==> config.mk <==
export PLATFORM = sky130hd
export DESIGN_NAME = regfile_wb_arbiter
export DESIGN_NICKNAME = d
export VERILOG_FILES = /design/src/rtl/regfile_wb_arbiter_pkg.sv /design/src/rtl/regfile_wb_arbiter_rr.sv /design/src/rtl/regfile_wb_arbiter.sv
export SDC_FILE = /design/constraint.sdc
export NUM_CORES = 1
export LEC_CHECK = 0
export ABC_CLOCK_PERIOD_IN_PS = 3200
export BUFFER_PORTS_ARGS = -buffer_cell sky130_fd_sc_hd__buf_4
export CORE_UTILIZATION = 49
export DETAILED_ROUTE_END_ITERATION = 10
export PLACE_DENSITY = 0.76
export REMOVE_ABC_BUFFERS = 1
export SLEW_MARGIN = 10
export SYNTH_ARGS = -nofsm -noshare
export SYNTH_HDL_FRONTEND = slang
export SYNTH_SLANG_ARGS = --single-unit
==> constraint.sdc <==
create_clock -name clock -period 3.2 [get_ports clock]
set_input_delay 0.48 -clock clock [delete_from_list [all_inputs] [get_ports clock]]
set_output_delay 0.48 -clock clock [all_outputs]
set_load 0.01 [all_outputs]
==> src/rtl/regfile_wb_arbiter_pkg.sv <==
// Shared constants for the register-file writeback arbiter: default widths, the
// hardwired-zero register index and the source slot assignment.
package regfile_wb_arbiter_pkg;

    localparam int unsigned ADDR_W          = 5;
    localparam int unsigned DATA_W          = 32;
    localparam int unsigned NUM_SRC_DEFAULT = 3;

    localparam logic [ADDR_W-1:0] REG_ZERO = 5'd0;

    localparam int unsigned SRC_ALU     = 0;
    localparam int unsigned SRC_MULTDIV = 1;
    localparam int unsigned SRC_LOAD    = 2;

    // Fold an index in 0..2n-2 back into 0..n-1 without a divider.
    function automatic int unsigned wrap_idx(input int unsigned idx, input int unsigned n);
        return (idx >= n) ? idx - n : idx;
    endfunction

endpackage

==> src/rtl/regfile_wb_arbiter_rr.sv <==
// Round-robin grant: first requester at or after the pointer, wrapping around.
// The pointer register is owned by the instantiating module.
module rr_arbiter
    import regfile_wb_arbiter_pkg::*;
#(
    parameter int unsigned NUM_SRC = 3,
    parameter int unsigned IDX_W   = 2
) (
    input  logic [NUM_SRC-1:0] i_req,
    input  logic [IDX_W-1:0]   i_ptr,
    output logic [NUM_SRC-1:0] o_grant,
    output logic [IDX_W-1:0]   o_idx
);

    int unsigned w_cand;
    logic        w_found;

    always_comb begin
        o_grant = '0;
        o_idx   = '0;
        w_found = 1'b0;
        w_cand  = 0;
        for (int unsigned off = 0; off < NUM_SRC; off++) begin
            w_cand = wrap_idx(32'(i_ptr) + off, NUM_SRC);
            if (!w_found && i_req[w_cand]) begin
                w_found         = 1'b1;
                o_grant[w_cand] = 1'b1;
                o_idx           = IDX_W'(w_cand);
            end
        end
    end

endmodule

==> src/rtl/regfile_wb_arbiter.sv <==
// Funnels NUM_SRC writeback requesters into the single register-file write port through
// 1-entry holding buffers, draining one per cycle round-robin while keeping per-register order.
module regfile_wb_arbiter #(
    parameter int unsigned NUM_SRC = regfile_wb_arbiter_pkg::NUM_SRC_DEFAULT,
    parameter int unsigned DATA_W  = regfile_wb_arbiter_pkg::DATA_W,
    parameter int unsigned ADDR_W  = regfile_wb_arbiter_pkg::ADDR_W
) (
    input  logic                      clock,
    input  logic                      ctrl_reset_n,
    input  logic [NUM_SRC-1:0]        src_valid,
    output logic [NUM_SRC-1:0]        src_ready,
    input  logic [NUM_SRC*ADDR_W-1:0] src_reg,
    input  logic [NUM_SRC*DATA_W-1:0] src_data,
    output logic                      ctrl_writeEnable,
    output logic [ADDR_W-1:0]         ctrl_writeReg,
    output logic [DATA_W-1:0]         data_writeReg,
    input  logic [ADDR_W-1:0]         query_reg,
    output logic                      query_hit
);

    localparam int unsigned IDX_W = (NUM_SRC > 1) ? $clog2(NUM_SRC) : 1;

    logic [NUM_SRC-1:0] r_hold_valid;
    logic [ADDR_W-1:0]  r_hold_reg  [NUM_SRC];
    logic [DATA_W-1:0]  r_hold_data [NUM_SRC];
    logic [IDX_W-1:0]   r_rr_ptr;

    logic [NUM_SRC-1:0] w_grant;
    logic [IDX_W-1:0]   w_grant_idx;
    logic               w_any_grant;
    logic [NUM_SRC-1:0] w_waw_block;
    logic [NUM_SRC-1:0] w_ready;
    logic [NUM_SRC-1:0] w_accept;

    rr_arbiter #(
        .NUM_SRC (NUM_SRC),
        .IDX_W   (IDX_W)
    ) u_rr_arbiter (
        .i_req   (r_hold_valid),
        .i_ptr   (r_rr_ptr),
        .o_grant (w_grant),
        .o_idx   (w_grant_idx)
    );

    assign w_any_grant = |w_grant;

    // One outstanding write per register: block a source whose target is already held by
    // another (non-draining) entry, or is being accepted this cycle by a lower-index source.
    always_comb begin
        w_waw_block = '0;
        for (int unsigned i = 0; i < NUM_SRC; i++) begin
            if (src_reg[i*ADDR_W +: ADDR_W] != '0) begin
                for (int unsigned j = 0; j < NUM_SRC; j++) begin
                    if (j != i && r_hold_valid[j] && !w_grant[j] &&
                        r_hold_reg[j] == src_reg[i*ADDR_W +: ADDR_W]) begin
                        w_waw_block[i] = 1'b1;
                    end
                end
                for (int unsigned k = 0; k < i; k++) begin
                    if (src_valid[k] && !w_waw_block[k] && (!r_hold_valid[k] || w_grant[k]) &&
                        src_reg[k*ADDR_W +: ADDR_W] == src_reg[i*ADDR_W +: ADDR_W]) begin
                        w_waw_block[i] = 1'b1;
                    end
                end
            end
        end
    end

    assign w_ready   = (~r_hold_valid | w_grant) & ~w_waw_block;
    assign w_accept  = src_valid & w_ready;
    assign src_ready = w_ready;

    always_ff @(posedge clock or negedge ctrl_reset_n) begin
        if (!ctrl_reset_n) begin
            r_hold_valid <= '0;
            r_rr_ptr     <= '0;
            for (int unsigned i = 0; i < NUM_SRC; i++) begin
                r_hold_reg[i]  <= '0;
                r_hold_data[i] <= '0;
            end
        end else begin
            for (int unsigned i = 0; i < NUM_SRC; i++) begin
                // r0 writes complete the handshake but never occupy the buffer.
                if (w_accept[i] && src_reg[i*ADDR_W +: ADDR_W] != '0) begin
                    r_hold_valid[i] <= 1'b1;
                    r_hold_reg[i]   <= src_reg[i*ADDR_W +: ADDR_W];
                    r_hold_data[i]  <= src_data[i*DATA_W +: DATA_W];
                end else if (w_grant[i]) begin
                    r_hold_valid[i] <= 1'b0;
                end
            end
            if (w_any_grant) begin
                r_rr_ptr <= (w_grant_idx == IDX_W'(NUM_SRC - 1)) ? '0
                                                                  : w_grant_idx + IDX_W'(1);
            end
        end
    end

    always_comb begin
        ctrl_writeEnable = w_any_grant;
        ctrl_writeReg    = '0;
        data_writeReg    = '0;
        for (int unsigned i = 0; i < NUM_SRC; i++) begin
            if (w_grant[i]) begin
                ctrl_writeReg = r_hold_reg[i];
                data_writeReg = r_hold_data[i];
            end
        end
    end

    always_comb begin
        query_hit = 1'b0;
        if (query_reg != '0) begin
            for (int unsigned j = 0; j < NUM_SRC; j++) begin
                if (r_hold_valid[j] && r_hold_reg[j] == query_reg) begin
                    query_hit = 1'b1;
                end
            end
        end
    end

endmodule

==> results.md, run 1 <==
* DR vias at 5610
* Number of fill cells at 884
* Initial antenna violation count at 0
* Top area cells in the synthesized netlist: dfrtp_1 45%, mux2_2 13%, xor2_1 5.0%
* Final hold violations at 0
* Placeable Area at 12700 sq um
* Synthesized flop and latch total at 116
* Crit share post-route at 109%
* CTS tree: built
* Violated checks: negative setup slack
* Post-synthesis mux area share at 20.9%
* Multi-input gate area at 3580 sq um
* Max-slew violation count at 0
* Avg Inst Size Synth at 10.6 sq um
* F_max at 288 MHz
* Die H at 116 microns
* Largest net degree at the start of global routing at 117
* Clock root buffer: clkbuf_16
* Async SR Flop Fraction at 100%
* Die width at 116 microns
* Worst reg2reg path depth at 13
* RSZ-0062 raised after global routing: yes
* Met3 WL at 1590 microns
* Critical Path RT at 2.72 ns
* Adder-cell share of the synthesized area at 0.779%
* Sequential cell area fraction in the yosys report at 45.2%
* Worst Path Class, Setup: reg2out
* Uppermost routed layer: met4
* Clock buffer depth at 2
* Drt pass-1 iters at 5
* CTS HTree Levels at 4
* Worst-path fanout max at 4
* Status: finished with violations
* Drc violations at 0
* Max Cap Violations at 0
* Detailed Route WL at 20200 microns
* Worst setup SP type: register
* Hold/Removal Path Class: in2async
* R2r endpoint: r_hold_data[12]
* Worst reg2reg startpoint: r_rr_ptr[1]
* Crit path DAT at 3.00 ns
* Cell count after synthesis at 607
* Most used flip-flop cell after synthesis: dfrtp_1
* Post-route minimum period at 3.48 ns
* Area delta synth->final at 45.1%
* Routed wl met2 at 9960 microns
* First-pass GRT wire length at 31000 microns
* Ports at 163
* Number of port buffers at 162
* Via density per instance at 5.75
* Commonest non-fill, non-tap cells in the layout: 186 x buf_4, 115 x dfrtp_1, 65 x mux2_2
* Number of flip-flops in the largest register at 96
* Synth area leader: dfrtp_1
* Die Area at 13600 sq um
* XOR/XNOR Fraction of Synth Area at 8.18%
* Synth Cell Area at 6420 sq um
* Gp weighted congestion at 0.938
* CTS Sinks at 116
* Vias in the first global route at 5834
* Final Setup Violations at 112
* Wire length per cell at 20.7 microns
* Yosys warning total at 0
* HPWL Detailed at 12600 microns
* Post-CTS Hold Buffers at 0
* Largest family of logic cells by synthesized area: multiplexers
* # diodes at 0
* Most common cell after layout, fill and taps aside: buf_4
* DR iter-0 viols at 280
* EDFF count, synth at 0
* Skew final at 0.00791 ns
* FF+latch area at 2900 sq um
* Clk_lat worst skew at 0.42 ns
* Compound-Gate Fraction of Synth Area at 6.64%
* Synth Area in Simple Gates at 13.9%
* Utilization after layout at 73.2%
* Metal-1 WL at 8260 microns
* Least-Margin Pin Slew at 0.640 ns
* Cell row count at 41
* TritonCTS Buffers at 17
* Congestion Overflow GR at 0
* Fin nets at 916
* PnR worst setup slack at -0.277 ns
* Share of the synthesized area in the top cell type at 45.2%
* CP startpoint: r_rr_ptr[1]
* Post-DRT Antenna Nets at 0
* GRT Total Usage at 31.1%
* Reg2reg setup slack at -0.28 ns
* Initial core utilization at 50.5%
* Worst-path clk slew at 0.05 ns
* Synth unique cells at 47
* Max-slew headroom at 57.3%
* Share of cells above drive strength 1 at 48.6%
* CP endpoint: src_ready[2]
* Crit. End Element: output port
[final cells by class]
class,count,area share (%)
repair buffers,218,21.3
inverters,9,0.416
flip-flops and latches,116,31.2
multi-input cells,429,38.4
well taps,172,2.31
clock inverters,13,1.67
clock buffers,19,4.75
[through the flow]
| stage | instances | hold slack [ns] | worst slack (ns) | instance area (sq um) | setup TNS, ns |
|---|---|---|---|---|---|
| finish | 976 | 0.136 | -0.277 | 9320 | -17.38 |
| global route | 976 | 0.192 | -0.368 | 9320 | -28.87 |
| CTS | 972 | 0.182 | -0.179 | 9100 | -9.76 |
| detailed placement | 923 | 0.484 | -0.0736 | 8040 | -2.17 |
| global placement | 923 | 0.474 | -0.0194 | 8040 | -0.288 |
| floorplan | 554 | 0.184 | -2.02 | 6170 | -128.04 |
[what timing repair did]
| action | in CTS | in global routing |
|---|---|---|
| buffers inserted | 14 | 3 |
| gates cloned | 5 | 1 |
| resized for setup | 49 | 38 |
| setup endpoints to repair | 109 | 115 |
| pin swaps | 13 | 12 |
[cells in the mapped netlist (all sizes together) (2+ instances only)]
| master | number |
|---|---|
| nor4 | 7 |
| nor2 | 46 |
| and3 | 3 |
| nor2b | 4 |
| or4 | 2 |
| and4 | 3 |
| and2 | 3 |
| inv | 9 |
| xnor2 | 23 |
| nand2b | 7 |
| ha | 4 |
| nand3b | 2 |
| xor2 | 37 |
| nand3 | 43 |
| nand2 | 51 |
| clkbuf | 36 |
| nor3 | 9 |
| o21ai | 8 |
| a32o | 2 |
| a31oi | 40 |
| nand4 | 3 |
| mux2 | 112 |
| mux2i | 2 |
| buf | 17 |
| a21oi | 7 |
| dfrtp | 116 |
[worst max-delay path, stage by stage (launching register included)]
cell	delay, ns
dfrtp_2	0.46
inv_4	0.09
ha_4	0.16
and3b_1	0.21
a31o_1	0.24
a221oi_4	0.39
a21oi_4	0.12
and4_4	0.16
a2111o_1	0.38
o21ai_2	0.14
a21oi_2	0.08
buf_4	0.15
[cell families (layout without fill, tap and decap cells)]
family | count (synthesis) | in the layout
AND/OR/NAND/NOR | 187 | 187
adder cells (fa/ha/maj) | 4 | 4
AO/OA/AOI/OAI | 64 | 64
flip-flops | 116 | 116
buffers and inverters | 62 | 259
XOR/XNOR | 60 | 60
multiplexers | 114 | 114
[metal layers]
metal,track usage [%],vias to the layer above
met2,51.0,252
met4,10.8,0
met3,9.39,44
li1,-,2483
met5,0,-
met1,38.9,2831
[how the worst min path moves through the flow]
stage / from / endpoint / slack [ns] / depth (start not counted)
2_1_floorplan: ctrl_reset_n / r_hold_data[0] / 0.18 / 0
3_3_place_gp: r_hold_data[25] / r_hold_data[25] / 0.47 / 1
3_5_place_dp: r_hold_data[31] / r_hold_data[31] / 0.48 / 1
4_1_cts: ctrl_reset_n / r_hold_data[37] / 0.18 / 2
5_1_grt: ctrl_reset_n / r_hold_data[37] / 0.19 / 2
6_report: ctrl_reset_n / r_hold_data[68] / 0.14 / 2
Power of run 1 is left out: the tool's default activity adds up to more than one toggle a clock period on the data nets, which glitch-free logic cannot reach.
==> inputs of run 2 (changes only) <==
--- a/config.mk
+++ b/config.mk
@@ -7,6 +7,7 @@
 export LEC_CHECK = 0
 export ABC_CLOCK_PERIOD_IN_PS = 3200
 export BUFFER_PORTS_ARGS = -buffer_cell sky130_fd_sc_hd__buf_4
+export CORE_MARGIN = 2
 export CORE_UTILIZATION = 49
 export DETAILED_ROUTE_END_ITERATION = 10
 export PLACE_DENSITY = 0.76
==> results.md, run 2 (same netlist as run 1, synthesis figures left out) <==
* Drt pass-1 iters at 7
* HPWL Detailed at 12400 microns
* Drc violations at 0
* Die H at 118 microns
* Post-CTS Hold Buffers at 0
* Critical path's slowest cell: dfrtp_1
* Fin nets at 924
* Post-route cell area at 9980 sq um
* Cell row count at 41
* Reg2reg setup slack at -0.16 ns
* Worst-path cell chain: buf_6, ha_4, buf_4, or3b_2, nand4_1, mux2i_1, nand4_1, and4_4, a2111o_1, o21ai_1, a21oi_1, buf_4
* Number of fill cells at 707
* # diodes at 0
* FF+latch area at 2900 sq um
* Hold/Removal Path Class: in2async
* Cell area after placement at 7940 sq um
* DR vias at 6001
* Via density per instance at 6.10
* Critical Path RT at 2.72 ns
* Die width at 118 microns
* Ports at 163
* Share of cells above drive strength 1 at 54.3%
* Post-DRT Antenna Nets at 0
* Post-route minimum period at 3.43 ns
* Number of port buffers at 162
* CTS Sinks at 116
* Worst-path clk slew at 0.06 ns
* R2r endpoint: r_hold_data[16]
* Setup TNS at -10.79 ns
* Wire length per cell at 24.7 microns
* CP startpoint: r_rr_ptr[1]
* Max incr delay on CP at 0.40 ns
* CTS tree: built
* DR iter-0 viols at 627
* Worst Path Class, Setup: reg2out
* Initial core utilization at 50.5%
* Largest net degree at the start of global routing at 65
* First-pass GRT wire length at 31600 microns
* Vias in the first global route at 5961
* DP Cell Count at 914
* Clock root buffer: clkbuf_16
* Congestion Overflow GR at 0
* Violated checks: negative setup slack
* Commonest non-fill, non-tap cells in the layout: 170 x buf_4, 115 x dfrtp_1, 75 x mux2_2
* CP endpoint: src_ready[2]
* Clock buffer depth at 2
* Final hold violations at 0
* TritonCTS Buffers at 17
* CTS HTree Levels at 4
* Skew final at 0.0129 ns
* Worst reg2reg startpoint: r_rr_ptr[1]
* F_max at 291 MHz
* Final Setup Violations at 105
* Detailed Route WL at 24300 microns
* Most common cell after layout, fill and taps aside: buf_4
* Area delta synth->final at 55.4%
* Worst setup SP type: register
* Number of flip-flops in the largest register at 96
* Fin cells at 984
* Crit share post-route at 107%
* PnR worst setup slack at -0.234 ns
* RSZ-0062 raised after global routing: yes
* Worst reg2reg path depth at 14
* Crit path DAT at 2.95 ns
* Multi-input gate area at 3890 sq um
* Status: finished with violations
* GRT Total Usage at 28.8%
* Least-Margin Pin Slew at 0.699 ns
* Post-Place Setup Slack at -0.0869 ns
* Clk_lat worst skew at 0.41 ns
* Initial antenna violation count at 0
* Max Cap Violations at 0
* Die Area at 14000 sq um
* Worst-path fanout max at 5
* Max-slew violation count at 0
* Max-slew headroom at 53.4%
* Gp weighted congestion at 0.948
* Placeable Area at 12700 sq um
* Crit. End Element: output port
-- run 2: critical path: cells and delay by family, from the launching register on --
kind / cells / cell delay (ns)
buffers and inverters: 3 / 0.43
flip-flops: 1 / 0.40
adder cells (fa/ha/maj): 1 / 0.18
multiplexers: 1 / 0.25
AO/OA/AOI/OAI: 3 / 0.63
AND/OR/NAND/NOR: 4 / 0.66
-- run 2: metal layers --
| metal | vias up | GRT usage [%] | share of wire, % |
|---|---|---|---|
| met5 | - | 0 | 0 |
| met4 | 0 | 9.67 | 3.1 |
| met3 | 84 | 9.75 | 10 |
| met2 | 415 | 46.1 | 49 |
| met1 | 2987 | 36.7 | 37 |
| li1 | 2515 | - | - |
-- run 2: area by class of cell --
| class | instances | share of cell area, % |
|---|---|---|
| clock buffer | 19 | 4.44 |
| clock inverter | 13 | 1.58 |
| timing repair buffer | 226 | 23.4 |
| inverter | 9 | 0.389 |
| multi-input combinational | 429 | 39.0 |
| sequential | 116 | 29.1 |
| tap | 172 | 2.16 |
-- run 2: repair_timing --
item | CTS | global route
gates cloned | 7 | 14
endpoints found under the setup margin | 83 | 112
hold endpoints to repair | 0 | 0
gates resized for setup | 44 | 114
setup buffers | 9 | 10
pin swaps | 20 | 49
-- run 2: how the worst min path moves through the flow --
stage | start | end | slack (ns) | cells past startpoint
2_1_floorplan | ctrl_reset_n | r_hold_data[0] | 0.18 | 0
3_5_place_dp | r_hold_data[26] | r_hold_data[26] | 0.48 | 1
5_1_grt | ctrl_reset_n | r_hold_data[7] | 0.18 | 1
4_1_cts | ctrl_reset_n | r_hold_data[79] | 0.14 | 1
3_3_place_gp | r_hold_data[24] | r_hold_data[24] | 0.48 | 1
6_report | ctrl_reset_n | r_hold_data[79] | 0.12 | 1
-- run 2: through the flow --
step	hold slack [ns]	util (%)
3_3_place_gp	0.475	62.4
3_5_place_dp	0.482	62.4
4_1_cts	0.137	70.9
6_report	0.119	78.4
2_1_floorplan	0.184	-
5_1_grt	0.175	78.4
Power of run 2 is left out for the same reason.
